===== src/rtl/div_pkg.sv =====
// Shared types and constants for the sequential restoring divider.
package div_pkg;

  localparam int XLEN_DEF = 32;

  typedef enum logic [1:0] {
    IDLE = 2'd0,
    CALC = 2'd1,
    DONE = 2'd2
  } state_e;

  localparam logic [XLEN_DEF-1:0] DIV_ZERO_Q = '1;
  localparam logic [XLEN_DEF-1:0] INT_MIN    = {1'b1, {(XLEN_DEF-1){1'b0}}};

endpackage


===== src/rtl/div_step.sv =====
// One restoring division iteration: shift {R,Q} left, trial-subtract D, keep or restore.
module div_step
  import div_pkg::*;
#(
  parameter int XLEN = XLEN_DEF
) (
  input  logic [XLEN-1:0] r_in,
  input  logic [XLEN-1:0] q_in,
  input  logic [XLEN-1:0] d_in,
  output logic [XLEN-1:0] r_out,
  output logic [XLEN-1:0] q_out
);

  logic        [XLEN:0] shifted;
  logic signed [XLEN:0] trial;

  always_comb begin
    shifted = {r_in, q_in[XLEN-1]};
    // R < D before the shift, so the difference always fits; the top bit is the borrow.
    trial   = $signed(shifted - {1'b0, d_in});
    if (trial[XLEN]) begin
      r_out = shifted[XLEN-1:0];
      q_out = {q_in[XLEN-2:0], 1'b0};
    end else begin
      r_out = trial[XLEN-1:0];
      q_out = {q_in[XLEN-2:0], 1'b1};
    end
  end

endmodule


===== src/rtl/seq_divider.sv =====
// Multi-cycle restoring divider for RV32M DIV/DIVU/REM/REMU with valid/ready on both sides.
// Define DIV_EARLY_OUT_EN to finish divide-by-zero, signed overflow and divide-by-one in one cycle.
module seq_divider
  import div_pkg::*;
#(
  parameter int XLEN  = XLEN_DEF,
  parameter int CNT_W = $clog2(XLEN) + 1
) (
  input  logic            clk,
  input  logic            rst_n,
  input  logic            in_valid,
  output logic            in_ready,
  input  logic [XLEN-1:0] dividend,
  input  logic [XLEN-1:0] divisor,
  input  logic            is_signed,
  output logic            out_valid,
  input  logic            out_ready,
  output logic [XLEN-1:0] quotient,
  output logic [XLEN-1:0] remainder,
  output logic            div_by_zero
);

  localparam logic [XLEN-1:0] ALL_ONES = '1;
  localparam logic [XLEN-1:0] MIN_NEG  = {1'b1, {(XLEN-1){1'b0}}};
  localparam logic [XLEN-1:0] ONE      = XLEN'(1);

  function automatic logic [XLEN-1:0] cond_neg(input logic [XLEN-1:0] v, input logic neg);
    return neg ? (~v + ONE) : v;
  endfunction

  state_e            state_q, state_d;
  logic [CNT_W-1:0]  cnt_q, cnt_d;
  logic [XLEN-1:0]   r_q, r_d, q_q, q_d, d_q, d_d;
  logic              neg_q_q, neg_q_d, neg_r_q, neg_r_d;
  logic              spec_q, spec_d;
  logic [XLEN-1:0]   quo_q, quo_d, rem_q, rem_d;
  logic              dbz_q, dbz_d;
  logic [XLEN-1:0]   step_r, step_q;
  logic              op_neg_a, op_neg_b, is_zero, is_ovf, is_one, is_special;

  div_step #(.XLEN(XLEN)) u_step (
    .r_in  (r_q),
    .q_in  (q_q),
    .d_in  (d_q),
    .r_out (step_r),
    .q_out (step_q)
  );

  always_comb begin
    op_neg_a   = is_signed & dividend[XLEN-1];
    op_neg_b   = is_signed & divisor[XLEN-1];
    is_zero    = (divisor == '0);
    is_ovf     = is_signed && (dividend == MIN_NEG) && (divisor == ALL_ONES);
    is_one     = (divisor == ONE);
    is_special = is_zero | is_ovf | is_one;
  end

  always_comb begin
    state_d = state_q;
    cnt_d   = cnt_q;
    r_d     = r_q;
    q_d     = q_q;
    d_d     = d_q;
    neg_q_d = neg_q_q;
    neg_r_d = neg_r_q;
    spec_d  = spec_q;
    quo_d   = quo_q;
    rem_d   = rem_q;
    dbz_d   = dbz_q;
    case (state_q)
      IDLE: begin
        if (in_valid) begin
          state_d = CALC;
          cnt_d   = CNT_W'(XLEN);
          r_d     = '0;
          q_d     = cond_neg(dividend, op_neg_a);
          d_d     = cond_neg(divisor, op_neg_b);
          neg_q_d = op_neg_a ^ op_neg_b;
          neg_r_d = op_neg_a;
          spec_d  = is_special;
          dbz_d   = is_zero;
          // Special cases are resolved at accept; the datapath result is ignored for them.
          if (is_special) begin
            quo_d = is_zero ? ALL_ONES : dividend;
            rem_d = is_zero ? dividend : '0;
`ifdef DIV_EARLY_OUT_EN
            state_d = DONE;
`endif
          end
        end
      end
      CALC: begin
        if (cnt_q != '0) begin
          r_d   = step_r;
          q_d   = step_q;
          cnt_d = cnt_q - CNT_W'(1);
        end else begin
          state_d = DONE;
          if (!spec_q) begin
            quo_d = cond_neg(q_q, neg_q_q);
            rem_d = cond_neg(r_q, neg_r_q);
          end
        end
      end
      DONE: begin
        if (out_ready) state_d = IDLE;
      end
      default: state_d = IDLE;
    endcase
  end

  always_ff @(posedge clk) begin
    if (!rst_n) begin
      state_q <= IDLE;
      cnt_q   <= '0;
      spec_q  <= 1'b0;
      quo_q   <= '0;
      rem_q   <= '0;
      dbz_q   <= 1'b0;
    end else begin
      state_q <= state_d;
      cnt_q   <= cnt_d;
      spec_q  <= spec_d;
      quo_q   <= quo_d;
      rem_q   <= rem_d;
      dbz_q   <= dbz_d;
    end
  end

  // Working datapath registers carry no reset; they are always loaded on accept.
  always_ff @(posedge clk) begin
    r_q     <= r_d;
    q_q     <= q_d;
    d_q     <= d_d;
    neg_q_q <= neg_q_d;
    neg_r_q <= neg_r_d;
  end

  assign in_ready    = (state_q == IDLE);
  assign out_valid   = (state_q == DONE);
  assign quotient    = quo_q;
  assign remainder   = rem_q;
  assign div_by_zero = dbz_q;

endmodule

===== config.mk =====
export PLATFORM = sky130hd
export DESIGN_NAME = seq_divider
export DESIGN_NICKNAME = d
export VERILOG_FILES = /design/src/rtl/div_pkg.sv /design/src/rtl/div_step.sv /design/src/rtl/seq_divider.sv
export SDC_FILE = /design/constraint.sdc
export NUM_CORES = 1
export LEC_CHECK = 0
export ABC_AREA = 1
export BUFFER_PORTS_ARGS = -buffer_cell sky130_fd_sc_hd__buf_2
export CORE_MARGIN = 2
export CORE_UTILIZATION = 50
export DETAILED_ROUTE_END_ITERATION = 8
export PLACE_DENSITY = 0.73
export SYNTH_ARGS = -nofsm -noshare
export SYNTH_HDL_FRONTEND = slang
export SYNTH_SLANG_ARGS = --single-unit
export TNS_END_PERCENT = 50

===== constraint.sdc =====
create_clock -name clk -period 3.34 [get_ports clk]
set_input_delay 0 -clock clk [delete_from_list [all_inputs] [get_ports clk]]
set_output_delay 0 -clock clk [all_outputs]
set_load 0.05 [all_outputs]

# Word-level counts from Yosys, hierarchy flattened

Index checks and enable logic that the tools add are counted.

Bits of input ports: 69
Register bits after elaboration: 172
Memory bits (read-only): 0
Memories kept: 0
Word-level logic and storage cells: 78
RAM bits: 0
Output and inout port bits: 67
Bits in latches: 0

Magnitude comparators: 0
Shifts and indexed selects: 0
Equal/unequal tests: 11
Add/sub/neg operators: 6
Multiplexer cells: 31
Divide/modulo/power cells: 0
Bitwise gates (word level): 9
Multiply operators: 0
Reduce and logical (&&, ||, !) cells: 10

Operator list:

| kind                                                  | count |
|---|---|
| 2-to-1 mux 32 bit                                     | 19 |
| one-hot mux 32 bit (2 select lines)                   | 4 |
| adder 32 x 1 -> 32 bit, second input constant         | 4 |
| inverter 32 bit                                       | 4 |
| equality test 32 bit, second input constant           | 2 |
| subtractor 33 x 32 -> 33 bit                          | 1 |
| equality test 32 x 1 -> 1 bit, second input constant  | 1 |
| logical NOT 32 bit                                    | 1 |
| 2-to-1 mux 6 bit                                      | 2 |
| one-hot mux 6 bit (2 select lines)                    | 1 |
| inequality test 2 bit, second input constant          | 4 |
| 2-to-1 mux 2 bit                                      | 3 |
| one-hot mux 2 bit (3 select lines)                    | 1 |
| AND reduction 3 bit                                   | 2 |
| nonzero test 6 bit                                    | 1 |
| subtractor 6 x 1 -> 6 bit, second input constant      | 1 |
| AND reduction 5 bit                                   | 1 |
| inequality test 2 x 1 -> 1 bit, second input constant | 2 |
| bitwise AND 1 bit                                     | 2 |
| equality test 2 x 1 -> 1 bit, second input constant   | 1 |
| equality test 2 bit, second input constant            | 1 |
| logical AND 1 bit                                     | 2 |
| logical NOT 2 bit                                     | 1 |
| bitwise OR 1 bit                                      | 2 |
| other kinds (4)                                       | 4 |

# Logic depth before layout (Yosys ltp)

Gate-level depths: netlist (run 1).

Word-level depth: 8
Mapped depth: 18
Depth with buffers taken out: 17

# By module

Synthesis (run 1) repeated with hierarchy kept, for this count alone.

Cells, all modules: 2432
Area total of the unflattened synthesis: 14605.3 µm²

Modules (own cells, without submodules):

| module      | instances | cells an instance | area each (µm²) |
|---|---|---|---|
| seq_divider | 1         | 1718              | 11209.5 |
| div_step    | 1         | 714               | 3395.8 |

# Least setup slack after synthesis (run 1)

Ideal clock, no wire load.

Path kind: flip-flop to flip-flop
From: reg state_q[0]
To: reg cnt_q[1]
Clock period less this slack: 4.000 ns
Cell stages (with the launch flop): 9
Slack: -0.660 ns
Library setup time: 0.124 ns
Path buffers: 0
Arrival time: 3.876 ns
Cells stage by stage: dfxtp_1 nor2_2 nand2_1 inv_1 nor2_1 inv_1 o21ai_0 o21ai_0 nor2_1

Cells in the longest elaborated chain, start to end: 3
Elaborated cells between the ends (all ways): 7
Those cells by class: 3 x eq/ne; 1 x mux; 3 x reduce/logical

Ends and longest elaborated chain:

| element                                                                      | line               | text |
|---|---|---|
| start: declaration                                                           | seq_divider.sv:31  | `state_e state_q, state_d;` |
| start signal: assignment                                                     | seq_divider.sv:121 | `state_q <= state_d;` |
| logical NOT 2 bit (*)                                                        | --                 |  |
| net in_ready                                                                 | seq_divider.sv:12  | `output logic in_ready,` |
| inequality test 2 bit (no line) / nonzero test 2 bit (equally long branches) | --                 |  |
| AND reduction 3 bit (no line)                                                | --                 |  |
| end signal: assignment                                                       | seq_divider.sv:122 | `cnt_q <= cnt_d;` |
| end: declaration                                                             | seq_divider.sv:32  | `logic [CNT_W-1:0] cnt_q, cnt_d;` |

Mark *: on every way through the listed nets, which the timed path passes. The rest lies on a longest branch.
A chain may end at the register's enable or synchronous reset.

# Worst setup path in the final report (run 1)

From: reg q_q[31]
To: reg r_q[7], data pin

Cells in the longest elaborated chain, start to end: 4

Ends and longest elaborated chain:

| element                             | line               | text |
|---|---|---|
| start: declaration                  | seq_divider.sv:33  | `logic [XLEN-1:0] r_q, r_d, q_q, q_d, d_q, d_d;` |
| start signal: assignment            | seq_divider.sv:133 | `q_q <= q_d;` |
| subtractor 33 x 32 -> 33 bit        | div_step.sv:20     | `trial = $signed(shifted - {1'b0, d_in});` |
| 2-to-1 mux 32 bit                   | div_step.sv:21     | `if (trial[XLEN]) begin` |
| 2-to-1 mux 32 bit                   | seq_divider.sv:93  | `if (cnt_q != '0) begin` |
| one-hot mux 32 bit (2 select lines) | seq_divider.sv:70  | `case (state_q)` |
| end signal: assignment              | seq_divider.sv:132 | `r_q <= r_d;` |
| end: declaration                    | seq_divider.sv:33  |  |

No other way between the ends. The select of a mux whose other input is x is not followed.

==> summary.md, run 1 <==
• complete, no violations — status
• r_q[7]$_SDFFCE_PN0P_ — terminus of the critical flop-to-flop path
• 75.5 mm — global-route wire length before repair
• done — clock tree from TritonCTS
• 33 — critical-path maximum fanout
• 0.957 ns — measured slew at the worst slew-check pin
• 0 — Resize count post-CTS
• 0.319 — sequential element share of the synthesized area
• q_q[31]$_DFFE_PP_ — Reg-to-Reg Start
• false — unrepaired setup endpoints after global routing
• 0.38 ns — delay of the slowest cell on the worst path
• 0.0940 — share of final-layout standard cells stronger than drive strength 1
• 172 — Num Clock Sinks
• 0 — DRC
• 17 — total clock buffers created by CTS
• 5230 uW — Internal Pwr Total
• 0.0139 mm2 — area of the mapped netlist
• sky130_fd_sc_hd__edfxtp_1 21%, sky130_fd_sc_hd__nand2_1 16%, sky130_fd_sc_hd__nor2_1 13% — cells taking the most area after synthesis
• 2244 — cell count after synthesis
• 171 um — die height
• 36.4 mm — Detail Placement HPWL
• d_q[18]$_DFFE_PP_ — Min-Delay Endpoint
• 15200 — total via count after detailed routing
• 172 — Seq cells post-synth
• sky130_fd_sc_hd__nand2_1 — cell type with the highest occurrence count on the critical path
• 0 — final antenna diode count
• 3.12 ns — signal arrival time at the worst endpoint
• 2.93 ns — minimum clock period after layout
• 0.341 GHz — Peak Freq
• inv_1 -> ha_1 -> fa_1 -> inv_1 -> nand2_1 -> nand2_1 -> nand3_1 -> nand2_1 -> nand2_1 -> nand2_2 -> nand2_2 -> nand3_1 -> nand2_2 -> o21ai_0 -> nor2_1 — cell breakdown of the critical path
• 4790 uW — Net Switching
• 48.2 mm — Post-Route WL
• 0 — antenna violations before repair
• 0.478 — Switching Fraction
• 135 — number of port buffers
• 0.333 — global-route usage over all layers
• 17.4 um — mean routed wirelength per cell
• 0.0226 ns — largest clock skew in the final design
• 2354 — Syn Nets
• 0.584 — end-of-flow core utilization
• 0.212 — area share of the leading cell type in the synthesized netlist
• 0 — number of warnings issued by yosys
• 171 um — floorplan die width
• 4 — number of H-tree levels
• 6 — Pre-antenna DRT Iters
• 0.08 ns — clock slew seen by the registers of the worst setup and hold paths
• 3.53 ns — required time of the critical path
• sky130_fd_sc_hd__clkbuf_16 — Root Driver
• 0.512 — effective utilization at floorplan
• register — category of the worst setup path capture point
• register — startpoint types
• 2 — CTS Buffer Depth
• 0 — Hold Vio Cnt, Final
• 2 — sum of buffers and inverters on the critical path
• 0 — residual overflow from global routing
• 0.46 ns — clock latency reported for the late side of the worst-skew pair
• 0.0291 mm2 — Die ar.
• 1963 — number of DRC markers after the initial detailed-route iteration
• 0.00776 uW — P_leak
• 136 — io pins
• 410 uV — maximum resistive drop on vdd
• 15 — length in cells of the worst reg-to-reg path
• 0.0271 mm2 — placeable core region
• 0 — final number of max-transition violations
• 0 ns — summed negative setup slack over all endpoints
• 5.48 — average via count per standard cell
• 0 — setup-violating endpoint count in the final report
• 0.998 — weighted congestion at the end of routability-driven global placement
• 0.315 — part of the power in registers
• 0 — MaxCap Viol Count
• 84 — pin count of the biggest net entering global routing
• sky130_fd_sc_hd__edfxtp_1 — Critical-path top delay cell
• 633 mW/mm2 — PD cells
• 14.0% — Layout Area Growth over Synthesis
• 0.41 ns — flop-to-flop setup slack
• 60 — Cell Rows
• 0.878 — post-route clock period utilization
• simple AND/OR/NAND/NOR gates — kind of cell with the highest combined delay on the critical path
• 51 — Unique masters post-synth
• 0.211 — clock network fraction of design power
• 13900 — number of global-route vias before repair
• 0.475 — part of the total power dissipated in combinational logic
• input port to register — Hold Crit Class
• sky130_fd_sc_hd__edfxtp_1 — cell taking the most area after synthesis
• 0.362 — Slew Limit Headroom
• 6.19 um2 — synthesized area per cell
• divisor[18] — hold path startpoint
• 0 — antenna-violating nets left
• 2500 — Final Net Count
• register to register — Worst Path Class, Setup
• 3 — Hold Path Depth
==> metrics by stage <==
stage | cells | area, um2 | hold WS, ns | power (uW) | setup slack, ns
5_1_grt | 2775 | 15800 | 0.0287 | 10700 | 0.147
6_report | 2775 | 15800 | 0.00365 | 10000 | 0.409
3_5_place_dp | 2699 | 14800 | 0.280 | 7790 | 0.444
2_1_floorplan | 2244 | 13900 | 0.0989 | 6530 | 0.0322
3_3_place_gp | 2699 | 14800 | 0.275 | 7740 | 0.506
4_1_cts | 2775 | 15800 | 0.000437 | 9940 | 0.436
==> layout make-up <==
cell class / count / area, um2
clock buffers: 19 / 454
clock inverters: 13 / 143
fillers: 2694 / 11300
inverters: 295 / 1120
multi-input cells: 1707 / 7960
flip-flops and latches: 172 / 4420
well taps: 372 / 465
repair buffers: 197 / 1260
==> state kept, by name, summed over array words and instances, names as in the netlist <==
| name | count |
|---|---|
| d_q | 32 |
| q_q | 32 |
| quotient | 32 |
| r_q | 32 |
| remainder | 32 |
| cnt_q | 6 |
| state_q | 2 |
| div_by_zero | 1 |
| neg_q_q | 1 |
| neg_r_q | 1 |
| spec_q | 1 |
==> power groups by stage <==
stage | sequential (uW) | clock, uW | combinational [uW]
5_1_grt | 3200 | 2210 | 5280
2_1_floorplan | 3550 | 0 | 2970
3_3_place_gp | 3170 | 0 | 4570
6_report | 3160 | 2110 | 4760
4_1_cts | 3150 | 2130 | 4670
3_5_place_dp | 3190 | 0 | 4600
==> layer usage <==
layer	vias to the layer above	share of wire	global-route usage
li1	7471	-	-
met1	6873	0.45	0.483
met2	788	0.43	0.508
met3	82	0.10	0.0618
met4	0	0.023	0.0910
met5	-	0	0
==> layout by cell type (no fill, tap or decap), drive strengths merged, types with 13 or more instances in the layout <==
cell	netlist	final
dfxtp	74	74
buf	43	153
edfxtp	98	98
ha	40	40
clkbuf	27	19
nand4	29	29
o211ai	14	14
xnor2	13	13
nor2	496	496
dlygate4sd3	0	44
inv	293	299
xor2	28	28
a21oi	77	77
nand2	595	595
o21ai	130	130
nor3	31	31
nand3	197	197
==> worst max path at each step <==
| stage | cells past startpoint | start | to |
|---|---|---|---|
| after global routing | 17 | q_q[31]$_DFFE_PP_ | r_q[25]$_SDFFCE_PN0P_ |
| after detailed placement | 17 | q_q[31]$_DFFE_PP_ | r_q[25]$_SDFFCE_PN0P_ |
| after global placement | 17 | q_q[31]$_DFFE_PP_ | r_q[25]$_SDFFCE_PN0P_ |
| final | 15 | q_q[31]$_DFFE_PP_ | r_q[7]$_SDFFCE_PN0P_ |
| after CTS | 17 | q_q[31]$_DFFE_PP_ | r_q[25]$_SDFFCE_PN0P_ |
| after floorplan | 7 | state_q[0]$_SDFFE_PN0P_ | cnt_q[1]$_SDFFE_PN0P_ |
==> synthesized netlist by cell type, drive strengths merged <==
cell type  instances
nand2            595
nor2             496
inv              293
nand3            197
o21ai            130
edfxtp            98
a21oi             77
dfxtp             74
buf               43
ha                40
nor3              31
nand4             29
xor2              28
clkbuf            27
o211ai            14
xnor2             13
a31oi             11
nand3b            11
o31ai              6
or2                6
o21bai             4
o221ai             3
o22ai              3
clkinv             2
nor4               2
a211oi             1
a21o               1
a22oi              1
and2               1
fa                 1
nand2b             1
nor3b              1
o211a              1
o21a               1
o311ai             1
o41ai              1
==> tightest hold or removal path: cells and delay by family <==
family / cells / cell delay [ns]
buffers and inverters: 2 / 0.17
xor gates and xnor gates: 1 / 0.16
==> repair_timing <==
action | 4_1_cts | 5_1_grt
setup buffers | 0 | 0
hold endpoints to repair | 45 | 0
hold buffers | 44 | 0
==> cells by family after synthesis <==
| kind of cell | share of synthesized area |
|---|---|
| buffers and inverters | 0.108 |
| xor gates and xnor gates | 0.0259 |
| and+or+nand+nor | 0.409 |
| AOI/OAI and AO/OA | 0.101 |
| DFF | 0.319 |
| adders and majority gates | 0.0375 |
Power figures use the tool's default switching activity.
==> inputs of run 2 (changes only) <==
CORE_MARGIN = 4   (was 2)
CORE_UTILIZATION = 55   (was 50)
PLACE_DENSITY = 0.79   (was 0.73)
==> summary.md, run 2 (synthesized netlist as in run 1, its figures left out) <==
• complete, no violations — status, unchanged
• 17 — total clock buffers created by CTS, unchanged
• 172 — Num Clock Sinks, unchanged
• 0.0278 mm2 — Die ar., was 0.0291 mm2
• divisor[5] — hold path startpoint, was divisor[18]
• 0.44 ns — clock latency reported for the late side of the worst-skew pair, was 0.46 ns
• 0.0174 ns — largest clock skew in the final design, was 0.0226 ns
• 0.980 — weighted congestion at the end of routability-driven global placement, was 0.998
• 0.218 — clock network fraction of design power, was 0.211
• 4 — number of H-tree levels, unchanged
• 35.1 mm — Detail Placement HPWL, was 36.4 mm
• 5350 uW — Internal Pwr Total, was 5230 uW
• 0 — final number of max-transition violations, unchanged
• 167 um — floorplan die width, was 171 um
• 0 — MaxCap Viol Count, unchanged
• input port to register — Hold Crit Class, unchanged
• 0 — final antenna diode count, unchanged
• done — clock tree from TritonCTS, unchanged
• 13 — length in cells of the worst reg-to-reg path, was 15
• sky130_fd_sc_hd__nand2_1 — most common cell after layout, fill and taps aside, unchanged
• 0.564 — effective utilization at floorplan, was 0.512
• 0 ns — summed negative setup slack over all endpoints, unchanged
• r_q[5]$_SDFFCE_PN0P_ — origin of the worst setup path, was q_q[31]$_DFFE_PP_
• 136 — io pins, unchanged
• 10000 uW — total power of the final layout, about the same
• 43 — post-cts hold buffer count, was 44
• 600 uV — maximum resistive drop on vdd, was 410 uV
• 586 x sky130_fd_sc_hd__nand2_1, 483 x sky130_fd_sc_hd__nor2_1, 286 x sky130_fd_sc_hd__inv_1 — commonest cells after routing, fill and taps aside, unchanged
• 0.0937 — share of final-layout standard cells stronger than drive strength 1, was 0.0940
• 0.325 — global-route usage over all layers, was 0.333
• 2.86 ns — minimum clock period after layout, was 2.93 ns
• 0.856 — post-route clock period utilization, was 0.878
• 80 — pin count of the biggest net entering global routing, was 84
• 2 — CTS Buffer Depth, unchanged
• register to register — Worst Path Class, Setup, unchanged
• 2075 — number of DRC markers after the initial detailed-route iteration, was 1963
• 0 — DRC, unchanged
• 0 — antenna-violating nets left, unchanged
• 3.05 ns — signal arrival time at the worst endpoint, was 3.12 ns
• 73.8 mm — global-route wire length before repair, was 75.5 mm
• 14000 — number of global-route vias before repair, was 13900
• 0.468 — part of the total power dissipated in combinational logic, was 0.475
• 0 — Hold Vio Cnt, Final, unchanged
• 13.7% — Layout Area Growth over Synthesis, was 14.0%
• 33 — critical-path maximum fanout, unchanged
• 0 — setup-violating endpoint count in the final report, unchanged
• 0.314 — part of the power in registers, was 0.315
• 135 — number of port buffers, unchanged
• 0.467 — Switching Fraction, was 0.478
• 0.480 ns — Setup WS post-layout, was 0.409 ns
• 0 — residual overflow from global routing, unchanged
• register — startpoint types, unchanged
• register — category of the worst setup path capture point, unchanged
• 4690 uW — Net Switching, was 4790 uW
• sky130_fd_sc_hd__clkbuf_16 — Root Driver, unchanged
• 5.66 — average via count per standard cell, was 5.48
• 0.0246 mm2 — placeable core region, was 0.0271 mm2
• 0.350 GHz — Peak Freq, was 0.341 GHz
• 3.53 ns — required time of the critical path, about the same
• 0.355 — Slew Limit Headroom, was 0.362
• 15400 — total via count after detailed routing, was 15200
• 637 mW/mm2 — PD cells, was 633 mW/mm2
• 3 — Hold Path Depth, unchanged
• d_q[6]$_DFFE_PP_ — Min-Delay Endpoint, was d_q[18]$_DFFE_PP_
• 0.00777 uW — P_leak, was 0.00776 uW
• 0.967 ns — measured slew at the worst slew-check pin, was 0.957 ns
• 57 — Cell Rows, was 60
• 0.0158 mm2 — summed area of non-filler cells in the final layout, about the same
• 0 — number of buffers inserted by post-CTS setup repair, unchanged
• 0.0147 mm2 — cell area reported after detailed placement, was 0.0148 mm2
• 0 — Resize count post-CTS, unchanged
• false — unrepaired setup endpoints after global routing, unchanged
• 167 um — die height, was 171 um
• 17.1 um — mean routed wirelength per cell, was 17.4 um
• 0.07 ns — clock slew seen by the registers of the worst setup and hold paths, was 0.08 ns
• 0.48 ns — flop-to-flop setup slack, was 0.41 ns
• r_q[5]$_SDFFCE_PN0P_ — Reg-to-Reg Start, was q_q[31]$_DFFE_PP_
• 6 — Pre-antenna DRT Iters, unchanged
• 0 — antenna violations before repair, unchanged
• 46.6 mm — Post-Route WL, was 48.2 mm
• 0.552 ns — post-place setup slack, was 0.444 ns
• 2339 — fill count, was 2694
• 2499 — Final Net Count, was 2500
• 0.0132 ns — hold_ws, was 0.00365 ns
• r_q[6]$_SDFFCE_PN0P_ — terminus of the critical flop-to-flop path, was r_q[7]$_SDFFCE_PN0P_
[run 2: how the worst max path moves through the flow]
| stage | end | slack (ns) | depth (start not counted) |
|---|---|---|---|
| floorplan | cnt_q[1]$_SDFFE_PN0P_ | 0.03 | 7 |
| global placement | r_q[25]$_SDFFCE_PN0P_ | 0.57 | 17 |
| detailed placement | r_q[26]$_SDFFCE_PN0P_ | 0.55 | 17 |
| CTS | r_q[7]$_SDFFCE_PN0P_ | 0.54 | 13 |
| global route | r_q[9]$_SDFFCE_PN0P_ | 0.17 | 13 |
| finish | r_q[6]$_SDFFCE_PN0P_ | 0.48 | 13 |
[run 2: worst max-delay path, cell delays in order (launching register included)]
cell                       delay [ns]
sky130_fd_sc_hd__edfxtp_1        0.47
sky130_fd_sc_hd__ha_1            0.39
sky130_fd_sc_hd__nand2_1         0.16
sky130_fd_sc_hd__inv_1           0.05
sky130_fd_sc_hd__a21oi_1         0.23
sky130_fd_sc_hd__nand2_1         0.16
sky130_fd_sc_hd__nand2_1         0.11
sky130_fd_sc_hd__nand2_2         0.09
sky130_fd_sc_hd__nand2_2         0.09
sky130_fd_sc_hd__nand2_1         0.07
sky130_fd_sc_hd__nand2_1         0.08
sky130_fd_sc_hd__nand2_2         0.33
sky130_fd_sc_hd__o21ai_0         0.31
sky130_fd_sc_hd__nor2_1          0.06
[run 2: power by group through the flow]
stage,Combinational [uW],Sequential [uW],Clock (uW)
CTS,4600,3140,2180
finish,4700,3160,2190
global route,5200,3200,2280
floorplan,2970,3550,0
global placement,4490,3170,0
detailed placement,4530,3190,0
[run 2: cell type report]
class	count	area, um2	area share
Clock inverter	10	123	0.00777
Sequential cell	172	4420	0.280
Inverter	295	1120	0.0711
Timing Repair Buffer	196	1240	0.0787
Multi-Input combinational cell	1707	7960	0.504
Clock buffer	22	507	0.0321
Tap cell	324	405	0.0257
[run 2: through the flow]
step                std cells   util
floorplan                2244      -
global placement         2651  0.598
detailed placement       2651  0.598
CTS                      2726  0.641
global route             2726  0.641
finish                   2726  0.641
[run 2: metal layers]
| metal | share of wire | up-vias | global-route usage | routed length [um] |
|---|---|---|---|---|
| met5 | 0 | - | 0 | 0 |
| met4 | 0.020 | 0 | 0.0701 | 950 |
| met3 | 0.12 | 94 | 0.0676 | 5590 |
| met2 | 0.43 | 935 | 0.494 | 19800 |
| met1 | 0.43 | 6937 | 0.477 | 20200 |
| li1 | - | 7468 | - | - |
==> inputs of run 3 (changes only) <==
--- a/config.mk
+++ b/config.mk
@@ -11,4 +11,5 @@
 export CORE_UTILIZATION = 55
 export DETAILED_ROUTE_END_ITERATION = 8
+export GPL_TIMING_DRIVEN = 0
 export PLACE_DENSITY = 0.79
 export SYNTH_ARGS = -nofsm -noshare
==> constraint.sdc (replaced) <==
create_clock -name clk -period 3.34 [get_ports clk]
set_input_delay 0.334 -clock clk [delete_from_list [all_inputs] [get_ports clk]]
set_output_delay 0.334 -clock clk [all_outputs]
set_load 0.05 [all_outputs]
==> summary.md, run 3 (synthesized netlist as in run 1, its figures left out) <==
• false — unrepaired setup endpoints after global routing, unchanged
• 1.05 — weighted congestion at the end of routability-driven global placement, was 0.980
• 2395 — fill count, was 2339
• sky130_fd_sc_hd__clkbuf_16 — Root Driver, unchanged
• 5280 uW — Internal Pwr Total, was 5350 uW
• 0 — setup-violating endpoint count in the final report, unchanged
• 41.0 mm — Detail Placement HPWL, was 35.1 mm
• 10200 uW — total power of the final layout, was 10000 uW
• 0.45 ns — clock latency reported for the late side of the worst-skew pair, was 0.44 ns
• 0.633 — end-of-flow core utilization, was 0.641
• 134 — number of port buffers, was 135
• 14400 — number of global-route vias before repair, was 14000
• 17 — total clock buffers created by CTS, unchanged
• 656 mW/mm2 — PD cells, was 637 mW/mm2
• 2736 — non-filler instance count after layout, was 2726
• 0 — Hold Vio Cnt, Final, unchanged
• 5.80 — average via count per standard cell, was 5.66
• register — category of the worst setup path capture point, unchanged
• 12.3% — Layout Area Growth over Synthesis, was 13.7%
• 0 — MaxCap Viol Count, unchanged
• 136 — io pins, unchanged
• done — clock tree from TritonCTS, unchanged
• 167 um — die height, unchanged
• 576 uV — maximum resistive drop on vdd, was 600 uV
• 0.941 — post-route clock period utilization, was 0.856
• 2 — CTS Buffer Depth, unchanged
• 15900 — total via count after detailed routing, was 15400
• 1 — antenna violations before repair, was 0
• 4 — number of H-tree levels, unchanged
• 0.00442 mm2 — Seq. cell area, unchanged
• 2703 — Post-Place Cells, was 2651
• 0 — residual overflow from global routing, unchanged
• 2386 — number of DRC markers after the initial detailed-route iteration, was 2075
• 167 um — floorplan die width, unchanged
• 0 — DRC, unchanged
• 172 — Num Clock Sinks, unchanged
• 0 — final antenna diode count, unchanged
• 0.356 — Slew Limit Headroom, was 0.355
• input port to register — Hold Crit Class, unchanged
• 0 — final number of max-transition violations, unchanged
• 57 — Cell Rows, unchanged
• 0.483 — Switching Fraction, was 0.467
• 4950 uW — Net Switching, was 4690 uW
• complete, no violations — status, unchanged
• 79.7 mm — global-route wire length before repair, was 73.8 mm
• 0.102 — share of final-layout standard cells stronger than drive strength 1, was 0.0937
• 2509 — Final Net Count, was 2499
• 3.51 ns — required time of the critical path, was 3.53 ns
• 0 — number of buffers inserted by post-CTS setup repair, unchanged
• 0.488 — part of the total power dissipated in combinational logic, was 0.468
• 41 — critical-path maximum fanout, was 33
• 0.318 GHz — Peak Freq, was 0.350 GHz
• 42 — pin count of the biggest net entering global routing, was 80
• 0.00770 uW — P_leak, was 0.00777 uW
• 0 — post-cts hold buffer count, was 43
• 3.14 ns — minimum clock period after layout, was 2.86 ns
• 0.564 — effective utilization at floorplan, unchanged
• register — startpoint types, unchanged
• 0 — antenna-violating nets left, unchanged
• 9 — Pre-antenna DRT Iters, was 6
• 0.0278 mm2 — Die ar., unchanged
• 52.5 mm — Post-Route WL, was 46.6 mm
• 0.00796 mm2 — area used by multi-input combinational logic, about the same
• 0.0246 mm2 — placeable core region, unchanged
• 3.31 ns — signal arrival time at the worst endpoint, was 3.05 ns
• register to register — Worst Path Class, Setup, unchanged
• 0.0283 ns — largest clock skew in the final design, was 0.0174 ns
• 0.309 — part of the power in registers, was 0.314
• sky130_fd_sc_hd__nand2_1 — most common cell after layout, fill and taps aside, unchanged
• 0.204 — clock network fraction of design power, was 0.218
• 0.07 ns — clock slew seen by the registers of the worst setup and hold paths, about the same
• 586 x sky130_fd_sc_hd__nand2_1, 482 x sky130_fd_sc_hd__nor2_1, 286 x sky130_fd_sc_hd__inv_1 — commonest cells after routing, fill and taps aside, was 586 x sky130_fd_sc_hd__nand2_1, 483 x sky130_fd_sc_hd__nor2_1, 286 x sky130_fd_sc_hd__inv_1
• 19.2 um — mean routed wirelength per cell, was 17.1 um
• 0.363 — global-route usage over all layers, was 0.325
• 0.966 ns — measured slew at the worst slew-check pin, was 0.967 ns
==> run 3: worst paths after layout <==
kind	from	to	slack (ns)	cells past startpoint
worst max-delay path	state_q[0]$_SDFFE_PN0P_	r_q[31]$_SDFFCE_PN0P_	0.20	6
worst min register to register	remainder[0]$_SDFFE_PN0P_	remainder[0]$_SDFFE_PN0P_	0.46	2
worst max register to register	state_q[0]$_SDFFE_PN0P_	r_q[31]$_SDFFCE_PN0P_	0.20	6
worst min-delay path	divisor[0]	d_q[0]$_DFFE_PP_	0.15	1
==> run 3: final cells by class <==
| class | count | share of cell area |
|---|---|---|
| buffer | 70 | 0.0247 |
| clock buffer | 20 | 0.0299 |
| clock inverter | 12 | 0.00779 |
| inverter | 295 | 0.0720 |
| multi-input combinational | 1707 | 0.511 |
| sequential | 172 | 0.284 |
| tap | 324 | 0.0260 |
| timing repair buffer | 135 | 0.0443 |
| timing repair inverter | 1 | 0.000482 |
==> run 3: power groups by stage <==
| stage | sequential [uW] | combinational, uW | clock (uW) |
|---|---|---|---|
| after floorplan | 3550 | 2970 | 0 |
| after global placement | 3190 | 4680 | 0 |
| after detailed placement | 3190 | 4770 | 0 |
| after CTS | 3150 | 4820 | 2080 |
| after global routing | 3210 | 5440 | 2160 |
| final | 3160 | 4990 | 2080 |
==> run 3: per-layer routing <==
| layer | track usage | vias up | part of all wire |
|---|---|---|---|
| met4 | 0.109 | 2 | 0.029 |
| met1 | 0.531 | 7189 | 0.42 |
| met2 | 0.524 | 1029 | 0.40 |
| li1 | - | 7507 | - |
| met5 | 0 | - | 0.00021 |
| met3 | 0.100 | 140 | 0.14 |
==> run 3: critical path, cell delays in order, from the launching register on <==
cell and delay [ns]:
sky130_fd_sc_hd__dfxtp_1 0.41, sky130_fd_sc_hd__nor2_2 0.09, sky130_fd_sc_hd__nand2_1 0.18, sky130_fd_sc_hd__clkinvlp_4 0.72
sky130_fd_sc_hd__nor2_4 0.59, sky130_fd_sc_hd__clkinvlp_4 0.51, sky130_fd_sc_hd__buf_12 0.35
==> run 3: repair_timing <==
| item | 4_1_cts | 5_1_grt |
|---|---|---|
| gates resized for setup | 2 | 1 |
| cloned | 1 | 0 |
| setup endpoints to repair | 65 | 42 |
==> run 3: metrics by stage <==
step                      hold slack, ns  setup TNS, ns  area, um2  setup slack [ns]
after floorplan                    0.433              0      13900            0.0322
final                              0.146              0      15600             0.198
after CTS                          0.139              0      15600           0.00512
after detailed placement           0.453         -12.68      15000            -0.292
after global placement             0.448         -49.12      15000            -0.775
after global routing               0.137              0      15600          0.000975
